**config.mk**
```make
export PLATFORM = sky130hd
export DESIGN_NAME = sum_accumulator_flat
export DESIGN_NICKNAME = d
export VERILOG_FILES = /design/src/rtl/sum_acc_pkg.sv /design/src/rtl/sum_accumulator_if.sv /design/src/rtl/sum_accumulator_acc_sat_add.sv /design/src/rtl/sum_accumulator.sv /design/src/flat_wrapper.sv
export SDC_FILE = /design/constraint.sdc
export NUM_CORES = 1
export LEC_CHECK = 0
export ABC_AREA = 1
export CAP_MARGIN = 20
export CORE_MARGIN = 4
export CORE_UTILIZATION = 53
export CTS_BUF_LIST = sky130_fd_sc_hd__clkbuf_16
export DETAILED_ROUTE_END_ITERATION = 16
export PLACE_DENSITY = 0.79
export SLEW_MARGIN = 20
export SYNTH_ARGS = -nofsm -noshare
export SYNTH_HDL_FRONTEND = slang
export SYNTH_SLANG_ARGS = --single-unit
```
**constraint.sdc**
```tcl
create_clock -name clk -period 2.1 [get_ports clk]
set_input_delay 0.42 -clock clk [delete_from_list [all_inputs] [get_ports clk]]
set_output_delay 0.42 -clock clk [all_outputs]
set_load 0.03 [all_outputs]
```
**src/rtl/sum_acc_pkg.sv**
```systemverilog
// ----------------------------------------------------------------------------
// sum_acc_pkg
//   Shared definitions for the sum accumulator slice: FSM state encoding,
//   default widths and helpers for the signed saturation limits.
//   No ports (package).
// ----------------------------------------------------------------------------
package sum_acc_pkg;

    typedef enum logic [1:0] {
        IDLE  = 2'd0,
        ACCUM = 2'd1,
        DONE  = 2'd2
    } state_t;

    localparam int DEF_IN_W        = 6;
    localparam int DEF_ACC_W       = 10;
    localparam int DEF_NUM_SAMPLES = 8;

    // Largest positive value of a w-bit signed word: +2^(w-1)-1.
    function automatic longint sat_max(input int w);
        return (longint'(1) <<< (w - 1)) - longint'(1);
    endfunction

    // Most negative value of a w-bit signed word: -2^(w-1).
    function automatic longint sat_min(input int w);
        return -(longint'(1) <<< (w - 1));
    endfunction

endpackage

```
**src/rtl/sum_accumulator_if.sv**
```systemverilog
// ----------------------------------------------------------------------------
// sum_acc_if
//   Handshake bundle around the accumulator: sample input stream
//   (in_valid/in_ready/in_sum) and result output stream
//   (out_valid/out_ready/out_acc/out_ovf).
//   slave  : the accumulator side (consumes samples, produces results)
//   master : the producer/consumer side connected to it
// ----------------------------------------------------------------------------
interface sum_acc_if
    import sum_acc_pkg::*;
#(
    parameter int IN_W  = DEF_IN_W,
    parameter int ACC_W = DEF_ACC_W
);
    logic                    in_valid;
    logic                    in_ready;
    logic signed [IN_W-1:0]  in_sum;
    logic                    out_valid;
    logic                    out_ready;
    logic signed [ACC_W-1:0] out_acc;
    logic                    out_ovf;

    modport slave (
        input  in_valid, in_sum, out_ready,
        output in_ready, out_valid, out_acc, out_ovf
    );

    modport master (
        output in_valid, in_sum, out_ready,
        input  in_ready, out_valid, out_acc, out_ovf
    );
endinterface

```
**src/rtl/sum_accumulator_acc_sat_add.sv**
```systemverilog
// ----------------------------------------------------------------------------
// acc_sat_add
//   Combinational accumulate step: sign-extends the incoming sum to the
//   accumulator width, adds it and flags signed overflow.
//   Build option: ACC_SATURATE_EN defined -> the result clamps to the signed
//   limits on overflow; undefined -> two's-complement wrap-around.
// Ports
//   acc      in   ACC_W  current accumulator value (signed)
//   in_sum   in   IN_W   incoming sample (signed)
//   acc_next out  ACC_W  updated accumulator value
//   ovf      out  1      signed overflow in this addition
// ----------------------------------------------------------------------------
module acc_sat_add
    import sum_acc_pkg::*;
#(
    parameter int IN_W  = DEF_IN_W,
    parameter int ACC_W = DEF_ACC_W
)
(
    input  logic signed [ACC_W-1:0] acc,
    input  logic signed [IN_W-1:0]  in_sum,
    output logic signed [ACC_W-1:0] acc_next,
    output logic                    ovf
);

    // Sized cast of a signed operand sign-extends.
    function automatic logic signed [ACC_W-1:0] sext(input logic signed [IN_W-1:0] v);
        return ACC_W'(v);
    endfunction

`ifdef ACC_SATURATE_EN
    localparam logic signed [ACC_W-1:0] SAT_MAX = ACC_W'(sat_max(ACC_W));
    localparam logic signed [ACC_W-1:0] SAT_MIN = ACC_W'(sat_min(ACC_W));

    // On overflow the wrapped sign is the opposite of the true sign, so a
    // negative-looking raw result means the true value went past +max.
    function automatic logic signed [ACC_W-1:0] saturate(
        input logic signed [ACC_W-1:0] raw,
        input logic                    o
    );
        if (!o)
            return raw;
        return raw[ACC_W-1] ? SAT_MAX : SAT_MIN;
    endfunction
`endif

    logic signed [ACC_W-1:0] ext;
    logic signed [ACC_W-1:0] raw;

    always_comb begin
        ext = sext(in_sum);
        raw = acc + ext;
        ovf = (acc[ACC_W-1] == ext[ACC_W-1]) && (raw[ACC_W-1] != acc[ACC_W-1]);
`ifdef ACC_SATURATE_EN
        acc_next = saturate(raw, ovf);
`else
        acc_next = raw;
`endif
    end

endmodule

```
**src/rtl/sum_accumulator.sv**
```systemverilog
// ----------------------------------------------------------------------------
// sum_accumulator
//   Accumulates NUM_SAMPLES signed sums from the adder stage into a wider
//   signed register and presents the total as one result word with a sticky
//   overflow flag.
//   Build option: ACC_SATURATE_EN (saturating accumulation, see acc_sat_add).
// Ports
//   clk    in   1   clock, rising edge
//   rst    in   1   synchronous active-high reset
//   clear  in   1   synchronous abort/restart (below rst, above all else)
//   busy   out  1   accumulation in progress or result pending
//   bus    slave    in_valid/in_ready/in_sum, out_valid/out_ready/out_acc/out_ovf
// ----------------------------------------------------------------------------
module sum_accumulator
    import sum_acc_pkg::*;
#(
    parameter int IN_W        = DEF_IN_W,
    parameter int ACC_W       = DEF_ACC_W,
    parameter int NUM_SAMPLES = DEF_NUM_SAMPLES
)
(
    input  logic    clk,
    input  logic    rst,
    input  logic    clear,
    output logic    busy,
    sum_acc_if.slave bus
);

    localparam int               CNT_W    = $clog2(NUM_SAMPLES + 1);
    localparam logic [CNT_W-1:0] LAST_CNT = CNT_W'(NUM_SAMPLES - 1);

    state_t                  state;
    state_t                  state_next;
    logic signed [ACC_W-1:0] acc;
    logic        [CNT_W-1:0] cnt;
    logic                    ovf_sticky;
    logic signed [ACC_W-1:0] res_acc;
    logic                    res_ovf;

    logic                    xfer;
    logic                    last;
    logic signed [ACC_W-1:0] acc_next;
    logic                    ovf_this;

    acc_sat_add #(
        .IN_W  (IN_W),
        .ACC_W (ACC_W)
    ) u_add (
        .acc      (acc),
        .in_sum   (bus.in_sum),
        .acc_next (acc_next),
        .ovf      (ovf_this)
    );

    // in_ready depends on state alone, so the transfer term has no path
    // back through the handshake outputs.
    always_comb begin
        xfer = bus.in_valid && (state != DONE);
        last = (cnt == LAST_CNT);
    end

    always_comb begin
        state_next    = state;
        bus.in_ready  = 1'b1;
        bus.out_valid = 1'b0;
        busy          = 1'b0;
        unique case (state)
            IDLE: begin
                // With NUM_SAMPLES==1 the first sample is also the last.
                if (xfer)
                    state_next = last ? DONE : ACCUM;
            end
            ACCUM: begin
                busy = 1'b1;
                if (xfer && last)
                    state_next = DONE;
            end
            DONE: begin
                busy          = 1'b1;
                bus.in_ready  = 1'b0;
                bus.out_valid = 1'b1;
                if (bus.out_ready)
                    state_next = IDLE;
            end
            default: state_next = IDLE;
        endcase
    end

    // Accumulate stage -> result register boundary
    always_ff @(posedge clk) begin
        if (rst || clear) begin
            state      <= IDLE;
            acc        <= '0;
            cnt        <= '0;
            ovf_sticky <= 1'b0;
            res_ovf    <= 1'b0;
            // clear drops a pending result but leaves the last word visible.
            if (rst)
                res_acc <= '0;
        end else begin
            state <= state_next;
            if (xfer) begin
                if (last) begin
                    res_acc    <= acc_next;
                    res_ovf    <= ovf_sticky | ovf_this;
                    acc        <= '0;
                    cnt        <= '0;
                    ovf_sticky <= 1'b0;
                end else begin
                    acc        <= acc_next;
                    cnt        <= cnt + CNT_W'(1);
                    ovf_sticky <= ovf_sticky | ovf_this;
                end
            end else if ((state == DONE) && bus.out_ready) begin
                res_ovf <= 1'b0;
            end
        end
    end

    assign bus.out_acc = res_acc;
    assign bus.out_ovf = res_ovf;

endmodule
```
**src/flat_wrapper.sv**
```systemverilog
// flat-port wrapper written by rule: the top's interface ports become plain ports
module sum_accumulator_flat import sum_acc_pkg::*;
#(
    parameter int IN_W        = DEF_IN_W,
    parameter int ACC_W       = DEF_ACC_W,
    parameter int NUM_SAMPLES = DEF_NUM_SAMPLES
)
  (clk, rst, clear, busy, bus_in_valid, bus_in_sum, bus_out_ready, bus_in_ready, bus_out_valid, bus_out_acc, bus_out_ovf);
  sum_acc_if #(.IN_W(IN_W), .ACC_W(ACC_W)) bus_i ();
  input  logic clk;
  input  logic rst;
  input  logic clear;
  output logic busy;
  input wire logic [$bits(bus_i.in_valid)-1:0] bus_in_valid;
  input wire logic [$bits(bus_i.in_sum)-1:0] bus_in_sum;
  input wire logic [$bits(bus_i.out_ready)-1:0] bus_out_ready;
  output wire logic [$bits(bus_i.in_ready)-1:0] bus_in_ready;
  output wire logic [$bits(bus_i.out_valid)-1:0] bus_out_valid;
  output wire logic [$bits(bus_i.out_acc)-1:0] bus_out_acc;
  output wire logic [$bits(bus_i.out_ovf)-1:0] bus_out_ovf;
  assign bus_i.in_valid = bus_in_valid;
  assign bus_i.in_sum = bus_in_sum;
  assign bus_i.out_ready = bus_out_ready;
  assign bus_in_ready = bus_i.in_ready;
  assign bus_out_valid = bus_i.out_valid;
  assign bus_out_acc = bus_i.out_acc;
  assign bus_out_ovf = bus_i.out_ovf;
  sum_accumulator #(.IN_W(IN_W), .ACC_W(ACC_W), .NUM_SAMPLES(NUM_SAMPLES)) u_core (.clk(clk), .rst(rst), .clear(clear), .busy(busy), .bus(bus_i));
endmodule
```
==> results of run 1 <==
==> state kept, by name, summed over array words and instances, names as in the netlist <==
signal and count:
u_core.acc 10, u_core.bus.out_ovf 1, u_core.ovf_sticky 1, u_core.cnt 4, u_core.state 2, u_core.bus.out_acc 10
==> power by group through the flow <==
| stage | clock network [mW] | registers (mW) | logic [mW] |
|---|---|---|---|
| floorplan | 0 | 0.639 | 0.164 |
| global placement | 0 | 0.614 | 0.297 |
| detailed placement | 0 | 0.615 | 0.306 |
| CTS | 0.436 | 0.603 | 0.313 |
| global route | 0.471 | 0.606 | 0.346 |
| finish | 0.434 | 0.603 | 0.318 |
==> layout make-up <==
type                            count  share of cell area [%]
Tap cell                           31                    1.82
Sequential cell                    28                    31.0
Clock buffer                        3                    3.52
Clock inverter                      1                   0.176
Timing Repair Buffer               43                    18.4
Inverter                           27                    4.76
Multi-Input combinational cell    137                    40.3
==> cells by family after synthesis <==
logic type      Yosys count  share of synthesized area, %
compound gates           31                          12.1
xor+xnor                  5                          2.72
fa+ha+maj                14                          11.4
buf+inv                  29                          6.92
simple gates             87                          25.9
flops                    28                          41.1
==> per-stage QoR <==
step / setup WS (ns) / hold WS [ns] / cells
floorplan: 0.148 / 0.430 / 194
global placement: -0.331 / 0.448 / 263
detailed placement: -0.421 / 0.457 / 263
CTS: 0.00489 / 0.467 / 270
global route: 0.00520 / 0.487 / 270
finish: 0.0931 / 0.463 / 270
==> per-layer routing <==
layer | vias to the layer above | global-route usage [%]
met5 | - | 0
met4 | 0 | 8.26
met3 | 8 | 3.02
met2 | 40 | 37.5
met1 | 661 | 25.0
li1 | 733 | -
==> worst max-delay path: cells and delay by family (launching register included) <==
family	cells	cell delay [ns]
fa+ha+maj	1	0.23
buf+inv	2	0.78
flops	1	0.32
==> worst min-delay path by stage <==
stage | end | startpoint
after detailed placement | u_core.acc[5] | u_core.acc[5]
final | u_core.acc[8] | u_core.acc[8]
after global routing | u_core.acc[5] | u_core.acc[5]
after floorplan | u_core.acc[8] | u_core.acc[8]
after global placement | u_core.acc[8] | u_core.acc[8]
after CTS | u_core.acc[5] | u_core.acc[5]
==> timing repair <==
| item | CTS | global route |
|---|---|---|
| gates cloned | 0 | 0 |
| gates resized for setup | 6 | 7 |
| pin swaps | 5 | 3 |
| setup endpoints to repair | 4 | 8 |
| buffers inserted | 3 | 0 |
==> synthesized netlist by cell type <==
master / number
sky130_fd_sc_hd__o21ai_2: 1
sky130_fd_sc_hd__nand3_2: 3
sky130_fd_sc_hd__fa_1: 1
sky130_fd_sc_hd__a211oi_1: 1
sky130_fd_sc_hd__nand4_1: 3
sky130_fd_sc_hd__and2_1: 1
sky130_fd_sc_hd__inv_2: 3
sky130_fd_sc_hd__o21bai_2: 1
sky130_fd_sc_hd__nor2_1: 24
sky130_fd_sc_hd__nor3b_1: 1
sky130_fd_sc_hd__nand2_2: 7
sky130_fd_sc_hd__nor2_4: 2
sky130_fd_sc_hd__a22o_1: 3
sky130_fd_sc_hd__inv_1: 24
sky130_fd_sc_hd__buf_2: 2
sky130_fd_sc_hd__ha_1: 13
sky130_fd_sc_hd__a21oi_1: 12
sky130_fd_sc_hd__nand3b_1: 4
sky130_fd_sc_hd__nand2_1: 36
sky130_fd_sc_hd__o21bai_1: 1
sky130_fd_sc_hd__o21ai_0: 6
sky130_fd_sc_hd__edfxtp_1: 10
sky130_fd_sc_hd__o21ai_1: 3
sky130_fd_sc_hd__dfxtp_1: 18
sky130_fd_sc_hd__nor2_2: 1
sky130_fd_sc_hd__a21oi_2: 2
sky130_fd_sc_hd__or2_1: 1
sky130_fd_sc_hd__a32o_1: 1
sky130_fd_sc_hd__nand3_1: 4
sky130_fd_sc_hd__xnor2_1: 2
sky130_fd_sc_hd__xor2_1: 3
==> reports/metrics.cfg, run 1 <==
[grt]
antenna_violations_before_repair=0
number_of_global_route_vias_before_repair=1462
grt_max_degree=16
grt.total_usage_pct=21.0
globalRouteOverflowTotal=0
global_route_wire_length_before_repair_um=6680

[critical_path]
worst_r2r_startpoint=u_core.acc[0]
critPathArrivalTime_ns=1.59
maximum_fanout_count_along_the_critical_path=3
capture_point_of_the_critical_path=bus_out_valid
startpoint_type=register
reg2reg_slack_ns=0.22
cp_slowest_stage_delay_ns=0.70
reg2regPathDepth=10
critPathKind=register to output pin
cp_data_required_time_ns=1.68
cp-end-kind=output pin
critical_path.slowest_cell=sky130_fd_sc_hd__clkdlybuf4s50_1
crit_path_start=u_core.state[0]
regToRegEndpoint=u_core.bus.out_acc[6]
crit_path_cell_trace=inv_1 -> ha_1 -> clkdlybuf4s50_1

[place]
placement.cell_area_um2=2000
gp_congestion=0.855
place_hpwl_um=2760
port_buffers=24

[layout]
final_design_area_no_fill_um2=2130
drive_gt1_share_pct=21.3
antenna_cells=0
fillerInstances=225
postLayoutCoreUtil_pct=75.3
final-seq-area_um2=661
finish.net_count=265
layout.cells.most_common=sky130_fd_sc_hd__nand2_1
mostFrequentLayoutCells=sky130_fd_sc_hd__nand2_1, sky130_fd_sc_hd__nor2_1, sky130_fd_sc_hd__inv_1, sky130_fd_sc_hd__clkdlybuf4s50_1, sky130_fd_sc_hd__buf_4
area_delta_synth_final_pct=32.4
area_taken_by_multi_input_logic_gates_um2=860

[synthesis]
mappedNetlistNets=219
synth.avg_cell_area_um2=8.29
synth.area.top_cells=sky130_fd_sc_hd__dfxtp_1, sky130_fd_sc_hd__edfxtp_1, sky130_fd_sc_hd__ha_1, sky130_fd_sc_hd__nand2_1, sky130_fd_sc_hd__inv_1
yosys.area.top_type=sky130_fd_sc_hd__dfxtp_1
fraction_of_the_yosys_area_taken_by_sequential_cells_pct=41.1
synth.cell_area_um2=1610
post_synth_inst_count=194
yosys.area.top_type_share_pct=22.4
synth-seq-cells=28
synth.lib_cells_used.distinct=31
synth.yosys.warnings=0

[floorplan]
initial_utilization_pct=56.9
chipHeight_um=63.1
core_area_um2=2830
floorplan_die_area_um2=3980
dieWidth_um=63.1
ios=25
std_cell_rows=19

[clock_network]
clock_sink_count=28
insertion_delay_ns=0.26
clockRootBuffer=sky130_fd_sc_hd__clkbuf_16
total_clock_buffers_created_by_cts=3
number_of_levels_the_h_tree_was_split_into=1
cts_hold_buf=0
cts.path.max_buffers=2
clkTransAtPathRegs_ns=0.07
cts_tree=yes

[detailed_routing]
detailedRoute.firstIterationViolations=71
met3_wirelength_um=185
wire_per_inst_um=14.3
wl_um=3870
vias_per_cell=5.34
route.vias.total=1442
antenna_left=0
drcViolationCount=0
route.met2.wl_um=2030
wl_met1_um=1590
detailedRoute.firstPassIterationCount=4
top_layer_used=met4

[timing]
max-slew-margin-rel_pct=68.8
post_route_setup_tns_ns=0
max_slew.worst_pin.slew_ns=0.468
fin_worst_skew_ns=0.00288
min_period_over_period_pct=95.6
period_minus_slack_ns=2.01
final-setup-viol-count=0
finalMaxSlewViolations=0
timing_hold_violations_final=0
unrepaired_setup_endpoints_after_global_routing=false
timing.fmax_mhz=498

[flow_run]
max_cap_viol_count=0

[power_and_ir_drop]
switching_share_pct=27.7
total_power_mw=1.35
static-leakage-power_nw=0.998
p_per_area_nw_per_um2=636
share_of_power_burned_in_registers_pct=44.5
p_sw_mw=0.375
power_frac_clock_pct=32.1
logic_pwr_share_pct=23.4
p_int_mw=0.980
irDropWorstVdd_v=0.000373

[min_path]
hold_class=register to register
worst_hold_path.num_cells=2

[status]
run_status=completed

(Power assumes the default switching activity.)
==> run 2, diff against run 1 <==
- SKIP_LAST_GASP: unset -> 1
==> results of run 2 <==
The final DEF is identical to that of run 1; final timing and power are the same.
